===== config.mk =====
export PLATFORM = sky130hd
export DESIGN_NAME = button_debouncer
export DESIGN_NICKNAME = d
export VERILOG_FILES = /design/src/rtl/button_debouncer.sv
export SDC_FILE = /design/constraint.sdc
export NUM_CORES = 1
export LEC_CHECK = 0
export ABC_AREA = 1
export ABC_CLOCK_PERIOD_IN_PS = 1450
export CORE_MARGIN = 10
export CORE_UTILIZATION = 40
export CTS_CLUSTER_SIZE = 10
export DETAILED_ROUTE_END_ITERATION = 7
export HOLD_SLACK_MARGIN = 0.03
export PLACE_DENSITY = 0.65
export REMOVE_ABC_BUFFERS = 1
export SYNTH_ARGS = -nofsm -noshare
export SYNTH_HDL_FRONTEND = slang
export SYNTH_SLANG_ARGS = --single-unit

===== constraint.sdc =====
create_clock -name clk_in -period 1.45 [get_ports clk_in]
set_clock_uncertainty 0.1 [all_clocks]
set_input_delay 0.2175 -clock clk_in [delete_from_list [all_inputs] [get_ports clk_in]]
set_output_delay 0.2175 -clock clk_in [all_outputs]
set_load 0.02 [all_outputs]

===== src/rtl/button_debouncer.sv =====
// Push-button debouncer: two-flop synchronizer, free-running sample tick and a
// four-state FSM that commits a new level after STABLE_SAMPLES matching samples.
module button_debouncer #(
   parameter int TICK_DIV       = 100000,
   parameter int STABLE_SAMPLES = 4
) (
   input  logic clk_in,
   input  logic reset,
   input  logic btn_in,
   output logic db_level,
   output logic rise_pulse,
   output logic fall_pulse,
   output logic sample_tick
);

   localparam int TW = $clog2(TICK_DIV);
   localparam int CW = $clog2(STABLE_SAMPLES + 1);

   localparam logic [TW-1:0] TICK_MAX = TW'(TICK_DIV - 1);
   localparam logic [TW-1:0] TICK_ONE = TW'(1);
   localparam logic [CW-1:0] CNT_ZERO = CW'(0);
   localparam logic [CW-1:0] CNT_ONE  = CW'(1);
   localparam logic [CW-1:0] CNT_LAST = CW'(STABLE_SAMPLES - 1);
   localparam logic [CW-1:0] CNT_MAX  = CW'(STABLE_SAMPLES);

   typedef enum logic [1:0] {
      IDLE_LOW  = 2'd0,
      WAIT_HIGH = 2'd1,
      IDLE_HIGH = 2'd2,
      WAIT_LOW  = 2'd3
   } state_t;

   logic          s1_r;
   logic          s2_r;
   logic [TW-1:0] tick_cnt_r;
   logic          sample_tick_r;
   logic [CW-1:0] stable_cnt_r;
   state_t        state_r;
   logic          db_level_r;
   logic          rise_pulse_r;
   logic          fall_pulse_r;

   // Two-flop synchronizer for the asynchronous button level.
   always_ff @(posedge clk_in) begin
      if (reset) begin
         s1_r <= 1'b0;
         s2_r <= 1'b0;
      end else begin
         s1_r <= btn_in;
         s2_r <= s1_r;
      end
   end

   // Free-running divider; the tick strobe lands in the cycle after the wrap value.
   always_ff @(posedge clk_in) begin
      if (reset) begin
         tick_cnt_r    <= '0;
         sample_tick_r <= 1'b0;
      end else begin
         if (tick_cnt_r == TICK_MAX) begin
            tick_cnt_r <= '0;
         end else begin
            tick_cnt_r <= tick_cnt_r + TICK_ONE;
         end
         sample_tick_r <= (tick_cnt_r == TICK_MAX);
      end
   end

   // Debounce FSM; pulses default low so each lasts exactly one cycle.
   always_ff @(posedge clk_in) begin
      if (reset) begin
         state_r      <= IDLE_LOW;
         stable_cnt_r <= CNT_ZERO;
         db_level_r   <= 1'b0;
         rise_pulse_r <= 1'b0;
         fall_pulse_r <= 1'b0;
      end else begin
         rise_pulse_r <= 1'b0;
         fall_pulse_r <= 1'b0;
         if (sample_tick_r) begin
            case (state_r)
               IDLE_LOW: begin
                  if (s2_r) begin
                     state_r      <= WAIT_HIGH;
                     stable_cnt_r <= CNT_ONE;
                  end
               end
               WAIT_HIGH: begin
                  if (!s2_r) begin
                     state_r      <= IDLE_LOW;
                     stable_cnt_r <= CNT_ZERO;
                  end else if (stable_cnt_r == CNT_LAST) begin
                     state_r      <= IDLE_HIGH;
                     stable_cnt_r <= CNT_ZERO;
                     db_level_r   <= 1'b1;
                     rise_pulse_r <= 1'b1;
                  end else if (stable_cnt_r != CNT_MAX) begin
                     stable_cnt_r <= stable_cnt_r + CNT_ONE;
                  end
               end
               IDLE_HIGH: begin
                  if (!s2_r) begin
                     state_r      <= WAIT_LOW;
                     stable_cnt_r <= CNT_ONE;
                  end
               end
               WAIT_LOW: begin
                  if (s2_r) begin
                     state_r      <= IDLE_HIGH;
                     stable_cnt_r <= CNT_ZERO;
                  end else if (stable_cnt_r == CNT_LAST) begin
                     state_r      <= IDLE_LOW;
                     stable_cnt_r <= CNT_ZERO;
                     db_level_r   <= 1'b0;
                     fall_pulse_r <= 1'b1;
                  end else if (stable_cnt_r != CNT_MAX) begin
                     stable_cnt_r <= stable_cnt_r + CNT_ONE;
                  end
               end
               default: begin
                  state_r      <= IDLE_LOW;
                  stable_cnt_r <= CNT_ZERO;
                  db_level_r   <= 1'b0;
               end
            endcase
         end
      end
   end

   assign db_level    = db_level_r;
   assign rise_pulse  = rise_pulse_r;
   assign fall_pulse  = fall_pulse_r;
   assign sample_tick = sample_tick_r;

endmodule


==> results.tsv, run 1 <==
metric	value	unit
max_freq	737.3	MHz
gp_congestion	0.7856	
syn_to_final_growth	14.57	%
cp_cell_sequence	ha_1, ha_2, buf_4, nand2_1, nor2_1, o211ai_1, inv_1	
initial_utilization	41.43	%
end_kind	flop	
synthTopCellsByArea	dfxtp_1, nand2_1, inv_1, nor2_1, nand3_1	
cts_tree	yes	
critPathLaunchType	flop	
first_pass_iters	4	
pre_cts_ws	14.87	ps
clockRootBuffer	clkbuf_4	
dr.first_iter.drc_count	36	
p_per_area	724.7	nW/um^2
yosysTopAreaCell	dfxtp_1	
p_comb_share	4.4	%
pwr-share-clk	26.9	%
synth_edf_count	0	
cts_hold_buf	0	
finish.net_count	226	
die_w	78.79	um
wire_per_inst	9.224	um
vias_per_cell	4.490	
synth_cells	205	
ys_warn_count	0	
synthTopCellsByCount	nand2_1, inv_1, nor2_1	
layout-drive-gt1-share	9.677	%
critPathArrivalTime	1480	ps
setup_viol	0	
synthArstFlopShare	0	%
worstPathMaxFanout	3	
yosysMostFrequentCell	nand2_1	
ios	7	
yosys_most_used_dff	dfxtp_1	
final.min_clock_period	1356	ps
grt_pass1_vias	1033	
relSlewSlack	75.18	%
drc	0	
num_vias	1181	
slew_viol_final	0	
clk_pin_slew	140	ps
period_share	93.53	%
outcome	finished, final reports clean	
netlist_area	1383	um^2
row_count	21	
clkLatencyLatePin	320	ps
hold_path.class	input pin to flop	
dp_hpwl	1864	um
antenna_found_initial	0	
synth_top_cell_area_share	40.54	%
num_antenna_cells	0	
cts_sinks	28	
ys_seq_area_share	40.54	%
fin_hold_ws	303.3	ps
path_class	flop to flop	
grt_overflow_total	0	
die_h	78.79	um
critPathMaxStageDelay	350	ps
numCtsBuffers	3	
crit_path_top_delay_cell	dfxtp_2	
die-area	6208	um^2
grt_pass1_wl	4284	um
avgSynthCellArea	6.744	um^2
peakVddDrop	0.0003535	V
cp.required	1580	ps
antenna_left	0	
p_seq_share	68.7	%
finalWorstSetupSlack	93.77	ps
h-tree-depth	1	
cts_buffer_depth	2	
leakage	0.6666	nW
power_switching	0.2462	mW
port_buffers	6	
drt_wl_total	2426	um
synth-seq-cells	28	
hold_viol	0	
yosysUniqueCellTypes	18	
p_int	0.9018	mW
drv_cap	0	
core-area	3337	um^2
track_usage	8.133	%
worstMarginPinSlew	370.9	ps
grt_max_degree	18	
cp.buffers_inverters	2	
switching_share	21.45	%
critPathTopFamily	adder cells	
## cell families after synthesis
kind of cell | synth area share [%]
adders and majority gates | 3.620
AOI/OAI and AO/OA | 4.525
and+or+nand+nor | 36.56
xor gates and xnor gates | 4.434
DFF | 40.54
buffers and inverters | 10.32
## stage by stage
step	power, mW	TNS, ps	cells	area, um^2	utilization, %
3_5_place_dp	0.8512	0	260	1531	45.89
4_1_cts	1.166	0	263	1554	46.57
3_3_place_gp	0.8511	0	260	1531	45.89
2_1_floorplan	0.8275	0	204	1371	-
5_1_grt	1.203	-3.208	263	1584	47.47
6_report	1.148	0	263	1584	47.47
## placed cells by master (no fill, tap or decap)
master	instances
xor2_1	5
nand3_2	1
ha_2	1
clkbuf_4	3
a21oi_1	10
buf_12	1
or2_2	1
nand3b_1	1
nand4_1	7
nor2_2	1
nand2_2	3
dfxtp_1	26
o21ai_0	1
dfxtp_2	2
xnor2_1	2
clkdlybuf4s50_1	2
inv_2	1
ha_4	1
ha_1	2
buf_4	3
inv_1	34
nor2_4	3
nand3_1	14
nand2_1	56
o211ai_1	1
nor2_1	31
dlygate4sd2_1	4
## power by group through the flow
stage               Clock (mW)  Combinational (mW)  Sequential (mW)
finish                   0.309              0.0506            0.789
global route             0.356              0.0572            0.790
CTS                      0.330              0.0493            0.786
detailed placement           0              0.0487            0.803
global placement             0              0.0488            0.802
floorplan                    0              0.0262            0.801
## layout make-up
type	instances	area, um^2
fillers	354	1753
multi-input cells	141	711.9
flip-flops and latches	28	563.0
inverters	35	131.4
repair buffers	10	97.59
well taps	46	57.56
clock buffers	3	22.52
## final timing paths
check                  startpoint       end  slack, ps  depth (start not counted)
hold reg to reg              s1_r      s2_r        310                          2
setup / recovery  stable_cnt_r[0]  db_level         90                          7
hold / removal             btn_in      s1_r        300                          3
setup reg to reg  stable_cnt_r[0]  db_level         90                          7
## per-layer routing
| metal | part of all wire, % | global-route usage (%) |
|---|---|---|
| met5 | 0 | 0 |
| met4 | 1.4 | 3.763 |
| met1 | 52 | 9.778 |
| met2 | 44 | 13.16 |
| met3 | 2.9 | 2.252 |
## flip-flops by register name, indices dropped and copies added, names as in the netlist, named ones only
register / cells
state_r: 1
db_level: 1
s2_r: 1
s1_r: 1
fall_pulse: 1
sample_tick: 1
stable_cnt_r: 3
rise_pulse: 1
tick_cnt_r: 17
## tightest hold or removal path: cells and delay by family
family / cells / cell delay (ps)
buf+inv: 2 / 450
simple gates: 1 / 30
## timing repair
item                       CTS  global route
gates cloned                 0             0
setup endpoints to repair    6            22
pin swaps                    2             0
setup buffers                0             0
gates resized for setup      5             9
Power figures use the tool's default switching activity.
==> run 2, diff against run 1 <==
- SLEW_MARGIN: default -> 5
==> results of run 2 <==
The final DEF is identical to that of run 1; final timing and power are the same.
==> run 3, diff against run 2 <==
- ABC_CLOCK_PERIOD_IN_PS: 1450 -> 1350
- SETUP_SLACK_MARGIN: default -> 0.15
- clock period: 1.45 -> 1.35 ns (I/O delays scaled with it)
==> run 3 against run 2 <==
The run now ends with negative setup slack left. Critical path depth grew 2. Combinational power increased by 43%. Power rose by 28%. Sequential power rose by 7.6%. Register-to-register slack worse by 100 ps. Global-route usage is 0.91 points higher. Setup slack got worse by 100 ps. Clock power is 79% higher. Wire length grew 12%. Sequential share of layout area fell by 3.7 points.
==> results.tsv, run 3 (synthesized netlist as in run 1, its figures left out) <==
metric	value	unit	change
top_register	tick_cnt_r		
setup_viol	3		+3
die_h	78.79	um	unchanged
violations	negative setup slack		
switching_share	20.18	%	-1.3 points
power_switching	0.2977	mW	+21%
initial_utilization	41.43	%	unchanged
rsz0062_at_grt	true		
finalWorstSetupSlack	-6.959	ps	-100.7 ps
worstPathMaxFanout	8		+5
path_class	flop to flop		
drv_cap	0		unchanged
end_kind	flop		
layout-drive-gt1-share	25.76	%	+16 points
period_share	100.5	%	+7.0 points
outcome	finished with violations		
pwr-share-clk	37.5	%	+11 points
drc	0		unchanged
critPathLaunchType	flop		
finish.net_count	237		+4.9%
vias_per_cell	4.498		+0.17%
dpl_cell_area	1584	um^2	+3.4%
cp.required	1490	ps	-90 ps
r2r_cells	9		+2
reg.largest.list	tick_cnt_r x17, stable_cnt_r x3		
postLayoutCoreUtil	53.66	%	+6.2 points
p_comb_share	4.9	%	+0.5 points
track_usage	9.038	%	+0.91 points
cts_sinks	28		unchanged
worstMarginPinSlew	352.6	ps	-18.31 ps
die-area	6208	um^2	unchanged
final.min_clock_period	1357	ps	+0.7242 ps
h-tree-depth	1		unchanged
leakage	0.7342	nW	+10%
peakVddDrop	0.0004722	V	+34%
clk_pin_slew	160	ps	+20 ps
dp_hpwl	1895	um	+1.7%
hold_path.class	input pin to flop		
syn_to_final_growth	29.50	%	
ios	7		unchanged
port_buffers	6		unchanged
num_antenna_cells	0		unchanged
numCtsBuffers	3		unchanged
largest_register_ff_count	17		unchanged
relSlewSlack	76.41	%	+1.2 points
row_count	21		unchanged
cts_tree	yes		
drt_wl_total	2722	um	+12%
max_freq	736.9	MHz	about the same
final_cell_mix	nand2_1, inv_1, nor2_1		
setup_tns	-12.49	ps	-12.49 ps
die_w	78.79	um	unchanged
critPathArrivalTime	1500	ps	+20 ps
dr.first_iter.drc_count	32		-11%
fin_area	1790	um^2	+13%
p_int	1.177	mW	+31%
cts_hold_buf	0		unchanged
grt_overflow_total	0		unchanged
core-area	3337	um^2	unchanged
wire_per_inst	9.898	um	+7.3%
layout_commonest_cell	nand2_1		
gp_congestion	0.8610		+9.6%
holdPathStages	3		unchanged
grt_pass1_wl	4726	um	+10%
grt_max_degree	18		unchanged
grt_pass1_vias	1112		+7.6%
hold_viol	0		unchanged
first_pass_iters	4		unchanged
clkLatencyLatePin	340	ps	+20 ps
clockRootBuffer	clkbuf_4		
p_seq_share	57.6	%	-11 points
cts_buffer_depth	2		unchanged
slew_viol_final	0		unchanged
antenna_found_initial	0		unchanged
num_vias	1237		+4.7%
p_per_area	823.8	nW/um^2	+14%
power.total	1.475	mW	+28%
antenna_left	0		unchanged
-- run 3: changes by cell type in the layout (fill, tap and decap cells not counted), moves of 4 or more --
cell	change
nand2_1	-4
inv_2	+4
nand2_2	+4
dlygate4sd2_1	-4
dfxtp_1	-6
buf_4	+9
dfxtp_2	+6
inv_1	-4
-- run 3: per-layer routing --
metal	track usage [%]	part of all wire (%)
met5	0	0
met4	3.226	1.6
met3	2.252	2.6
met2	15.30	48
met1	10.83	48
-- run 3: critical path: stages (launching register included) --
cell,delay (ps)
dfxtp_2,390
ha_4,160
nand2_2,50
inv_2,40
nand2_1,30
nor2_1,70
nand2_1,90
nand2_2,120
clkbuf_16,160
nor2_2,30
-- run 3: repair_timing --
| item | CTS | global route |
|---|---|---|
| endpoints found under the setup margin | 27 | 25 |
| pin swaps | 11 | 3 |
| gates resized for setup | 42 | 14 |
| buffers inserted | 2 | 1 |
| cloned | 0 | 1 |
-- run 3: worst paths after layout --
kind | startpoint | to | slack (ps)
setup / recovery | tick_cnt_r[1] | tick_cnt_r[4] | -7
hold reg to reg | s1_r | s2_r | 310
hold / removal | btn_in | s1_r | 260
setup reg to reg | tick_cnt_r[1] | tick_cnt_r[4] | -7
-- run 3: stage by stage --
stage          setup WS, ps  std cells  hold WS [ps]
6_report             -6.959        275         255.6
4_1_cts               14.95        273         244.2
3_3_place_gp         -30.12        267         292.3
5_1_grt              -102.9        275         273.7
2_1_floorplan         55.45        204         171.6
3_5_place_dp         -40.91        267         295.4
-- run 3: layout make-up --
type	instances	area [um^2]
Multi-Input combinational cell	141	779.5
Sequential cell	28	570.5
Clock buffer	3	22.52
Tap cell	46	57.56
Inverter	35	131.4
Timing Repair Buffer	21	198.9
Fill cell	362	1546
Clock inverter	1	30.03
-- run 3: power groups by stage --
stage / Combinational, mW / Sequential (mW) / Clock, mW
final: 0.0724 / 0.849 / 0.553
after global placement: 0.0557 / 0.861 / 0
after detailed placement: 0.0558 / 0.861 / 0
after CTS: 0.0600 / 0.849 / 0.581
after floorplan: 0.0282 / 0.861 / 0
after global routing: 0.0814 / 0.851 / 0.606
